===== config.mk =====
export PLATFORM = sky130hd
export DESIGN_NAME = alu_cmd_sequencer
export DESIGN_NICKNAME = d
export VERILOG_FILES = /design/src/rtl/alu_cmd_sequencer_pkg.sv /design/src/rtl/alu_cmd_sequencer_fifo.sv /design/src/rtl/alu_cmd_sequencer.sv
export SDC_FILE = /design/constraint.sdc
export NUM_CORES = 1
export LEC_CHECK = 0
export ABC_CLOCK_PERIOD_IN_PS = 5800
export BUFFER_PORTS_ARGS = -buffer_cell sky130_fd_sc_hd__buf_2
export CORE_AREA = 2 2 92 94
export DETAILED_ROUTE_END_ITERATION = 8
export DIE_AREA = 0 0 94 96
export PLACE_DENSITY_LB_ADDON = 0.12
export SYNTH_ARGS = -nofsm -noshare
export SYNTH_HDL_FRONTEND = slang
export SYNTH_SLANG_ARGS = --single-unit
export TNS_END_PERCENT = 100

===== constraint.sdc =====
create_clock -name clk -period 5.8 [get_ports clk]
set_input_delay 0.58 -clock clk [delete_from_list [all_inputs] [get_ports clk]]
set_output_delay 0.58 -clock clk [all_outputs]
set_load 0.02 [all_outputs]

===== src/rtl/alu_cmd_sequencer_pkg.sv =====
// Shared constants for the ALU command sequencer: opcodes, command kinds, FSM encodings.
package alu_cmd_sequencer_pkg;

  localparam logic [3:0] OP_NOP  = 4'd0;
  localparam logic [3:0] OP_LOAD = 4'd1;
  localparam logic [3:0] OP_NOT  = 4'd2;
  localparam logic [3:0] OP_XOR  = 4'd3;
  localparam logic [3:0] OP_OR   = 4'd4;
  localparam logic [3:0] OP_AND  = 4'd5;
  localparam logic [3:0] OP_SUB  = 4'd6;
  localparam logic [3:0] OP_ADD  = 4'd7;
  localparam logic [3:0] OP_MULT = 4'd8;

  localparam logic [1:0] K_OP      = 2'd0;
  localparam logic [1:0] K_PWR_ON  = 2'd1;
  localparam logic [1:0] K_PWR_OFF = 2'd2;
  localparam logic [1:0] K_ALU_RST = 2'd3;

  localparam logic [1:0] S_IDLE  = 2'd0;
  localparam logic [1:0] S_ISSUE = 2'd1;
  localparam logic [1:0] S_GAP   = 2'd2;

  function automatic logic op_legal(input logic [3:0] op);
    return op <= OP_MULT;
  endfunction

endpackage


===== src/rtl/alu_cmd_sequencer_fifo.sv =====
// Synchronous command FIFO with combinational head read-out.
module cmd_fifo #(
  parameter int W     = 14,
  parameter int DEPTH = 4
) (
  input  logic                      clk,
  input  logic                      rst,
  input  logic                      push,
  input  logic                      pop,
  input  logic [W-1:0]              wdata,
  output logic [W-1:0]              rdata,
  output logic                      full,
  output logic                      empty,
  output logic [$clog2(DEPTH):0]    count
);
  localparam int AW = $clog2(DEPTH);
  localparam logic [AW:0] CNT_FULL = (AW+1)'(DEPTH);
  localparam logic [AW:0] CNT_ONE  = (AW+1)'(1);
  localparam logic [AW-1:0] PTR_ONE = AW'(1);

  logic [DEPTH-1:0][W-1:0] mem_q, mem_d;
  logic [AW-1:0]           wr_ptr_q, wr_ptr_d, rd_ptr_q, rd_ptr_d;
  logic [AW:0]             count_q, count_d;
  logic                    do_push, do_pop;

  assign full    = (count_q == CNT_FULL);
  assign empty   = (count_q == '0);
  assign count   = count_q;
  assign rdata   = mem_q[rd_ptr_q];
  // A full FIFO refuses a push even when the head is popped on the same edge.
  assign do_push = push && !full;
  assign do_pop  = pop && !empty;

  always_comb begin
    mem_d    = mem_q;
    wr_ptr_d = wr_ptr_q;
    rd_ptr_d = rd_ptr_q;
    count_d  = count_q;
    if (do_push) begin
      mem_d[wr_ptr_q] = wdata;
      wr_ptr_d        = wr_ptr_q + PTR_ONE;
    end
    if (do_pop) rd_ptr_d = rd_ptr_q + PTR_ONE;
    case ({do_push, do_pop})
      2'b10:   count_d = count_q + CNT_ONE;
      2'b01:   count_d = count_q - CNT_ONE;
      default: count_d = count_q;
    endcase
  end

  always_ff @(posedge clk or negedge rst) begin
    if (!rst) begin
      mem_q    <= '0;
      wr_ptr_q <= '0;
      rd_ptr_q <= '0;
      count_q  <= '0;
    end else begin
      mem_q    <= mem_d;
      wr_ptr_q <= wr_ptr_d;
      rd_ptr_q <= rd_ptr_d;
      count_q  <= count_d;
    end
  end

endmodule


===== src/rtl/alu_cmd_sequencer.sv =====
// Front end for the accumulator ALU: queues host commands, pulses the ALU, returns results.
module alu_cmd_sequencer
  import alu_cmd_sequencer_pkg::*;
#(
  parameter int N     = 8,
  parameter int DEPTH = 4
) (
  input  logic         clk,
  input  logic         rst,
  input  logic         cmd_valid,
  output logic         cmd_ready,
  input  logic [1:0]   cmd_kind,
  input  logic [3:0]   cmd_op,
  input  logic [N-1:0] cmd_data,
  output logic [3:0]   alu_op,
  output logic [N-1:0] alu_in,
  output logic         alu_on,
  output logic         alu_off,
  output logic         alu_rst,
  input  logic [N-1:0] alu_out,
  output logic         res_valid,
  input  logic         res_ready,
  output logic [N-1:0] res_data,
  output logic [3:0]   res_op,
  output logic         res_err,
  output logic         pwr_state,
  output logic         busy
);
  localparam int EW = 2 + 4 + N;

  logic [EW-1:0]          head;
  logic                   full, empty;
  logic [$clog2(DEPTH):0] count;
  logic [1:0]             h_kind;
  logic [3:0]             h_op;
  logic [N-1:0]           h_data;
  logic                   go, issue, cap;

  logic [1:0]   state_q, state_d;
  logic [1:0]   cur_kind_q, cur_kind_d;
  logic [3:0]   cur_op_q, cur_op_d;
  logic [3:0]   alu_op_q, alu_op_d;
  logic [N-1:0] alu_in_q, alu_in_d;
  logic         alu_on_q, alu_on_d, alu_off_q, alu_off_d, alu_rst_q, alu_rst_d;
  logic         pwr_q, pwr_d;
  logic         res_valid_q, res_valid_d, res_err_q, res_err_d;
  logic [N-1:0] res_data_q, res_data_d;
  logic [3:0]   res_op_q, res_op_d;

  cmd_fifo #(.W(EW), .DEPTH(DEPTH)) u_fifo (
    .clk   (clk),
    .rst   (rst),
    .push  (cmd_valid && cmd_ready),
    .pop   (go),
    .wdata ({cmd_kind, cmd_op, cmd_data}),
    .rdata (head),
    .full  (full),
    .empty (empty),
    .count (count)
  );

  assign {h_kind, h_op, h_data} = head;
  assign issue = (state_q == S_ISSUE);
  // ISSUE is never followed directly by ISSUE, which enforces the one-command-per-two-cycles rate.
  assign go    = !empty && (!res_valid_q || res_ready) && !issue;
  assign cap   = issue && (cur_kind_q == K_OP) && (cur_op_q != OP_NOP);

  always_comb begin
    state_d    = go ? S_ISSUE : (issue ? S_GAP : S_IDLE);
    cur_kind_d = go ? h_kind : cur_kind_q;
    cur_op_d   = go ? h_op   : cur_op_q;
    alu_op_d   = OP_NOP;
    alu_in_d   = '0;
    alu_on_d   = 1'b0;
    alu_off_d  = 1'b0;
    alu_rst_d  = 1'b0;
    if (go) begin
      case (h_kind)
        K_OP: if (op_legal(h_op) && pwr_q) begin
          alu_op_d = h_op;
          alu_in_d = h_data;
        end
        K_PWR_ON:  alu_on_d  = 1'b1;
        K_PWR_OFF: alu_off_d = 1'b1;
        default:   alu_rst_d = 1'b1;
      endcase
    end
  end

  always_comb begin
    pwr_d = pwr_q;
    if (issue) begin
      case (cur_kind_q)
        K_PWR_ON, K_ALU_RST: pwr_d = 1'b1;
        K_PWR_OFF:           pwr_d = 1'b0;
        default:             pwr_d = pwr_q;
      endcase
    end
    res_valid_d = res_valid_q;
    res_data_d  = res_data_q;
    res_op_d    = res_op_q;
    res_err_d   = res_err_q;
    if (res_valid_q && res_ready) res_valid_d = 1'b0;
    if (cap) begin
      res_valid_d = 1'b1;
      res_op_d    = cur_op_q;
      res_err_d   = !(op_legal(cur_op_q) && pwr_q);
      res_data_d  = res_err_d ? '0 : alu_out;
    end
  end

  always_ff @(posedge clk or negedge rst) begin
    if (!rst) begin
      state_q     <= S_IDLE;
      cur_kind_q  <= K_OP;
      cur_op_q    <= OP_NOP;
      alu_op_q    <= OP_NOP;
      alu_in_q    <= '0;
      alu_on_q    <= 1'b0;
      alu_off_q   <= 1'b0;
      alu_rst_q   <= 1'b0;
      pwr_q       <= 1'b0;
      res_valid_q <= 1'b0;
      res_data_q  <= '0;
      res_op_q    <= '0;
      res_err_q   <= 1'b0;
    end else begin
      state_q     <= state_d;
      cur_kind_q  <= cur_kind_d;
      cur_op_q    <= cur_op_d;
      alu_op_q    <= alu_op_d;
      alu_in_q    <= alu_in_d;
      alu_on_q    <= alu_on_d;
      alu_off_q   <= alu_off_d;
      alu_rst_q   <= alu_rst_d;
      pwr_q       <= pwr_d;
      res_valid_q <= res_valid_d;
      res_data_q  <= res_data_d;
      res_op_q    <= res_op_d;
      res_err_q   <= res_err_d;
    end
  end

  assign cmd_ready = !full;
  assign busy      = (count != '0) || (state_q != S_IDLE);
  assign alu_op    = alu_op_q;
  assign alu_in    = alu_in_q;
  assign alu_on    = alu_on_q;
  assign alu_off   = alu_off_q;
  assign alu_rst   = alu_rst_q;
  assign pwr_state = pwr_q;
  assign res_valid = res_valid_q;
  assign res_data  = res_data_q;
  assign res_op    = res_op_q;
  assign res_err   = res_err_q;

endmodule


# After elaboration in Yosys (flattened, before gate mapping)
# Cells that the tools add are included.
# op_classes
order_cmp	5
n_eq_ne	9
n_mux	24
reduce_logical	30
add_sub_neg	4
# op_table
cell	n
$bwmux 56	1
$mux 8	4
$bmux 14 s2	1
$demux 14 s2	1
$mux 14	2
$mux 4	3
$logic_and 1x1->1	11
$eq 2x1->1 const B	4
$eq 2x2->1 const B	4
$le 4x4->1 const B	2
$mux 1	8
$reduce_bool 2->1	4
$lt 2x3->1 const B	2
$pmux 3 s2	1
$logic_not 1->1	5
$add 2x1->2 const B	2
$logic_not 2->1	2
$mux 2	2
$reduce_bool 4->1	1
$add 3x1->3 const B	1
$eq 3x3->1 const B	1
$logic_not 3->1	1
$reduce_bool 3->1	1
$reduce_or 3->1	1
other kinds (6)	7
# word_totals
ff_bits	101
output_inout_bits	32
in_bits	26

# Logic depth before layout (Yosys ltp)
# depth
ltp_word	7
ltp_mapped	9
depth_no_buf	8

# Hierarchy
# From an unflattened synthesis, not the netlist that was laid out.
# hier_totals
hier_cells	283
area_unflattened_um2	4349.2
# modules_own_cells
module	cells_per_inst	seq_area_each_um2	area_each_um2	n_inst
cmd_fifo	173	1576.5	2835.2	1
alu_cmd_sequencer	110	950.9	1514.0	1

# Worst setup path before layout
# OpenSTA, ideal clock, no wires.
# synth_path
path_type	register to register
start	register u_fifo.count_q[1] (netlist: u_fifo.count[1])
end	register u_fifo.count_q[2] (netlist: u_fifo.count[2])
t_required_ns	5.721
n_path_buf	1
arrival_time_ns	2.197
period_less_slack_ns	2.276
path_slack_ns	3.524
setup_time_ns	0.079
stages_incl_launch_ff	10
path_cell_list	dfrtp_1 or3b_2 clkbuf_1 nand2_1 ha_1 inv_1 fa_1 xor2_1 nor2_1 xor2_1
# synth_between
elab_cells_between_ends	15
classes_between	add/sub (2); eq/ne (3); mux (1); reduce/logical (9)
# synth_lines
item	line_no	rtl
start, declared	alu_cmd_sequencer_fifo.sv:23	logic [AW:0] count_q, count_d;
start signal, assigned	alu_cmd_sequencer_fifo.sv:61	count_q <= count_d;
$eq 3x3->1 *	alu_cmd_sequencer_fifo.sv:26	assign full = (count_q == CNT_FULL);
$logic_not 1->1 *	alu_cmd_sequencer.sv:144	assign cmd_ready = !full;
via cmd_ready	alu_cmd_sequencer.sv:11	output logic cmd_ready,
$logic_and 1x1->1	alu_cmd_sequencer.sv:53	.push (cmd_valid && cmd_ready),
$logic_and 1x1->1 *	alu_cmd_sequencer_fifo.sv:31	assign do_push = push && !full;
$eq 2x1->1 / $eq 2x2->1 (equally long branches)	alu_cmd_sequencer_fifo.sv:44	case ({do_push, do_pop})
$pmux 3 s2 / $reduce_bool 2->1 (equally long branches)	--	
# The timed path passes the listed nets; every way through them passes the cells marked *.
# A chain may end at the register's enable or synchronous reset.

# Final worst setup path
# layout_path
start	register u_fifo.rd_ptr_q[0]
end	register alu_in_q[0] (netlist: alu_in[0])
# layout_between
elab_chain_len	7
elab_cells_between_ends	8
classes_between	order compare (1); mux (5); reduce/logical (2)
# layout_lines
item	line_no	rtl
start, declared	alu_cmd_sequencer_fifo.sv:22	logic [AW-1:0] wr_ptr_q, wr_ptr_d, rd_ptr_q, rd_ptr_d;
start signal, assigned	alu_cmd_sequencer_fifo.sv:60	rd_ptr_q <= rd_ptr_d;
$bmux 14 s2 *	alu_cmd_sequencer_fifo.sv:29	assign rdata = mem_q[rd_ptr_q];
$mux 14 (implied by the code) *	alu_cmd_sequencer_fifo.sv:29	
$le 4x4->1	alu_cmd_sequencer_pkg.sv:24	return op <= OP_MULT;
$logic_and 1x1->1	alu_cmd_sequencer.sv:79	K_OP: if (op_legal(h_op) && pwr_q) begin
$mux 8	alu_cmd_sequencer.sv:79	
$mux 8 *	alu_cmd_sequencer.sv:78	case (h_kind)
$mux 8 *	alu_cmd_sequencer.sv:77	if (go) begin
via alu_in_d[0]	alu_cmd_sequencer.sv:43	logic [N-1:0] alu_in_q, alu_in_d;
end signal, assigned	alu_cmd_sequencer.sv:132	alu_in_q <= alu_in_d;
end, declared	alu_cmd_sequencer.sv:43	
# The timed path passes the listed nets; every way through them passes the cells marked *. The select of a mux whose other input is x is not followed.

==> summary.txt <==
Placement
  – Gp weighted congestion: about 0.71
  – PortBufs: 57
  – Area after DPL: 4620 um2
  – Dpl ws: 3.30 ns
  – Post-DP HPWL: approximately 5100 um

Setup path
  – Startpoint Class: flop
  – Crit Path Category: reg2reg
  – Crit-path max cell delay: 0.99 ns
  – Crit-path cells: mux4_2, o31a_4, nor4b_1
  – R2R Setup Slk: 3.34 ns
  – CP required: approximately 6.0 ns
  – Critical path capture point type: flop
  – Reg2reg end: alu_in[0]$_DFF_PN0_
  – R2r startpoint: u_fifo.rd_ptr_q[0]$_DFFE_PN0P_
  – FF-to-FF path depth: 3
  – Cell family with most CP delay: flip-flops
  – Slowest cell on crit path: dfrtp_1
  – Max Fanout on Critical Path: 16
  – Bufs and invs on worst path: 0
  – Critical path arrival: 2.71 ns

Run
  – Maxcap violations: 0

CTS
  – Root Driver: clkbuf_8
  – H-tree levels: 3
  – TritonCTS clock tree: built
  – CTS clk-pin slew, worst paths: ~0.090 ns
  – Hold_buf cts: 0
  – CTS buffer count: 9
  – Post-CTS setup buffer count: 0
  – Clk_lat worst skew: around 0.36 ns
  – CTS max path bufs: 2
  – Clock Sink Count: approximately 100
  – Resized Gates After CTS: 0

Die
  – Starting Density: 0.531
  – Core area: around 8100 um2
  – Die H: about 96 um
  – Ports: slightly below 60
  – Row cnt: 33
  – Die ar.: about 9000 um2
  – Die Width: approximately 94 um

Route
  – Vias: ~2400
  – WL/cell: around 18 um
  – ANT nets after route: 0
  – Starting DRT DRC Count: 78
  – First drt pass iteration count: 4
  – Final wirelength: between 7000 and 8000 um
  – Drt via density: ~5.5
  – Post-route DRC: 0

Layout
  – N_diodes: 0
  – Post-layout net count: between 300 and 400
  – Finished Cell Area: roughly 4800 um2
  – Register area: 2530 um2
  – Layout overhead on the synthesized area: 13.3%
  – Area occupied by multi-input gates: between 1500 and 2000 um2
  – Fraction of layout cells with a size suffix above 1: 0.497
  – Fill count: 648

Worst hold path
  – Hold Path Class: in2async

Synthesis
  – Cells after Synth: 267
  – Top cells by area, synth: dfrtp_1, mux2_2, mux4_2
  – Syn Area/Cell: between 15 and 20 um2
  – Library cells used by synthesis: 34
  – Post-synthesis cell area: between 4000 and 5000 um2
  – Post-Syn Nets: roughly 300
  – Sequential fraction of the synthesis area: 0.591
  – Synthesized flop and latch total: between 100 and 150
  – Yosys warns: 0
  – Yosys top cell by area: dfrtp_1
  – Share of the synthesized area in the top cell type: 0.591

GRT
  – First-pass GRT wire length: around 13000 um
  – Grt ovf: 0
  – Initial antenna violation count: 0
  – Largest net degree at the start of global routing: approximately 70
  – Number of global-route vias before repair: 2489
  – All-Layer GR Usage: 0.194

Timing
  – Setup_tns: 0 ns
  – Worst-Margin Slew: 0.974 ns
  – RSZ-0062 raised after global routing: false
  – Setup violators final: 0
  – Fin crit share: 0.425
  – Final Max Slew Viols: 0
  – Slew headroom: 0.351
  – Min cycle time layout: about 2.5 ns
  – Clk_skew: ~0.0089 ns
  – Hold Fails Final Rpt: 0
  – Max Clock Freq: around 0.4 GHz
  – Final worst slack: between 3 and 4 ns

Pwr
  – Cell Pwr Density: about 600 nW/um2
  – Peak VDD IR: 0.269 mV
  – Leakage: between 0.002 and 0.0025 uW

Status
  – Status: complete, no violations
-- stage by stage --
stage	total power (uW)	hold slack, ns	std cells	util
after floorplan	2200	0.284	267	-
after global placement	2430	0.477	417	0.574
after detailed placement	2470	0.487	417	0.574
after CTS	2960	0.154	433	0.602
after global routing	3150	0.173	433	0.602
final	2930	0.152	433	0.602
-- routing by layer --
layer  up-vias  wire length, um  global-route usage
met5         -                0                   0
met4         0               74              0.0471
met3         6              273              0.0478
met2        48             3650               0.301
met1      1240             3690               0.282
li1       1096                -                   -
-- final cells by class --
type	count	share of cell area
timing repair buffer	58	0.0609
clock inverter	5	0.0173
tap	105	0.0271
sequential	101	0.521
clock buffer	11	0.0292
multi-input combinational	147	0.339
inverter	6	0.00465
-- cell families (layout without fill, tap and decap cells) --
logic type      Yosys count  in the layout  synth area share
flops                   101            101             0.591
mux                      79             79             0.245
simple gates             40             40            0.0758
buf+inv                  19             80            0.0246
compound gates           16             16            0.0325
fa+ha+maj                 6              6            0.0193
xor+xnor                  6              6            0.0123
-- how the worst max path moves through the flow --
stage | cells past startpoint | slack, ns | end | from
finish | 3 | 3.34 | alu_in[0]$_DFF_PN0_ | u_fifo.rd_ptr_q[0]$_DFFE_PN0P_
global route | 3 | 3.01 | alu_in[7]$_DFF_PN0_ | u_fifo.rd_ptr_q[0]$_DFFE_PN0P_
CTS | 3 | 3.29 | alu_in[0]$_DFF_PN0_ | u_fifo.rd_ptr_q[0]$_DFFE_PN0P_
floorplan | 9 | 3.52 | u_fifo.count[2]$_DFFE_PN0P_ | u_fifo.count[1]$_DFFE_PN0P_
detailed placement | 3 | 3.30 | alu_in[0]$_DFF_PN0_ | u_fifo.rd_ptr_q[0]$_DFFE_PN0P_
global placement | 3 | 3.35 | alu_in[0]$_DFF_PN0_ | u_fifo.rd_ptr_q[0]$_DFFE_PN0P_
-- layout by cell type (no fill, tap or decap), drive strengths merged, types with 4 or more instances in the layout --
master	count
nand2	5
mux2	65
buf	58
clkbuf	11
mux4	14
ha	5
dfrtp	101
nand3	4
a22o	11
inv	6
nor4b	12
-- worst reg2reg max path, cell delays in order, from the launching register on --
cell and delay [ns]:
dfrtp_1 0.99, mux4_2 0.66, o31a_4 0.44, nor4b_1 0.27
-- registers in the layout, indices dropped and copies added, names as in the netlist, 2 cells and up --
signal           flops
alu_op               4
state_q              2
res_data             8
u_fifo.count         3
alu_in               8
cur_op_q             4
u_fifo.mem_q        56
u_fifo.wr_ptr_q      2
cur_kind_q           2
res_op               4
u_fifo.rd_ptr_q      2
-- power breakdown --
group | internal [uW] | switching, uW
combinational | 644 | 544
clock | 256 | 232
sequential | 1030 | 230
total | 1920 | 1010
-- Yosys cell counts (all sizes together) --
cell / number
a21oi: 1
a22o: 11
and3: 3
and3b: 2
and4: 1
buf: 10
clkbuf: 3
dfrtp: 101
fa: 1
ha: 5
inv: 6
mux2: 65
mux4: 14
nand2: 5
nand2b: 2
nand3: 4
nand4: 2
nor2: 2
nor3: 1
nor4b: 12
o21ai: 1
o31a: 1
o31ai: 2
or2: 1
or3: 2
or3b: 1
or4: 1
or4b: 1
xnor2: 3
xor2: 3
Note: power is estimated with default switching activity, not from simulation.
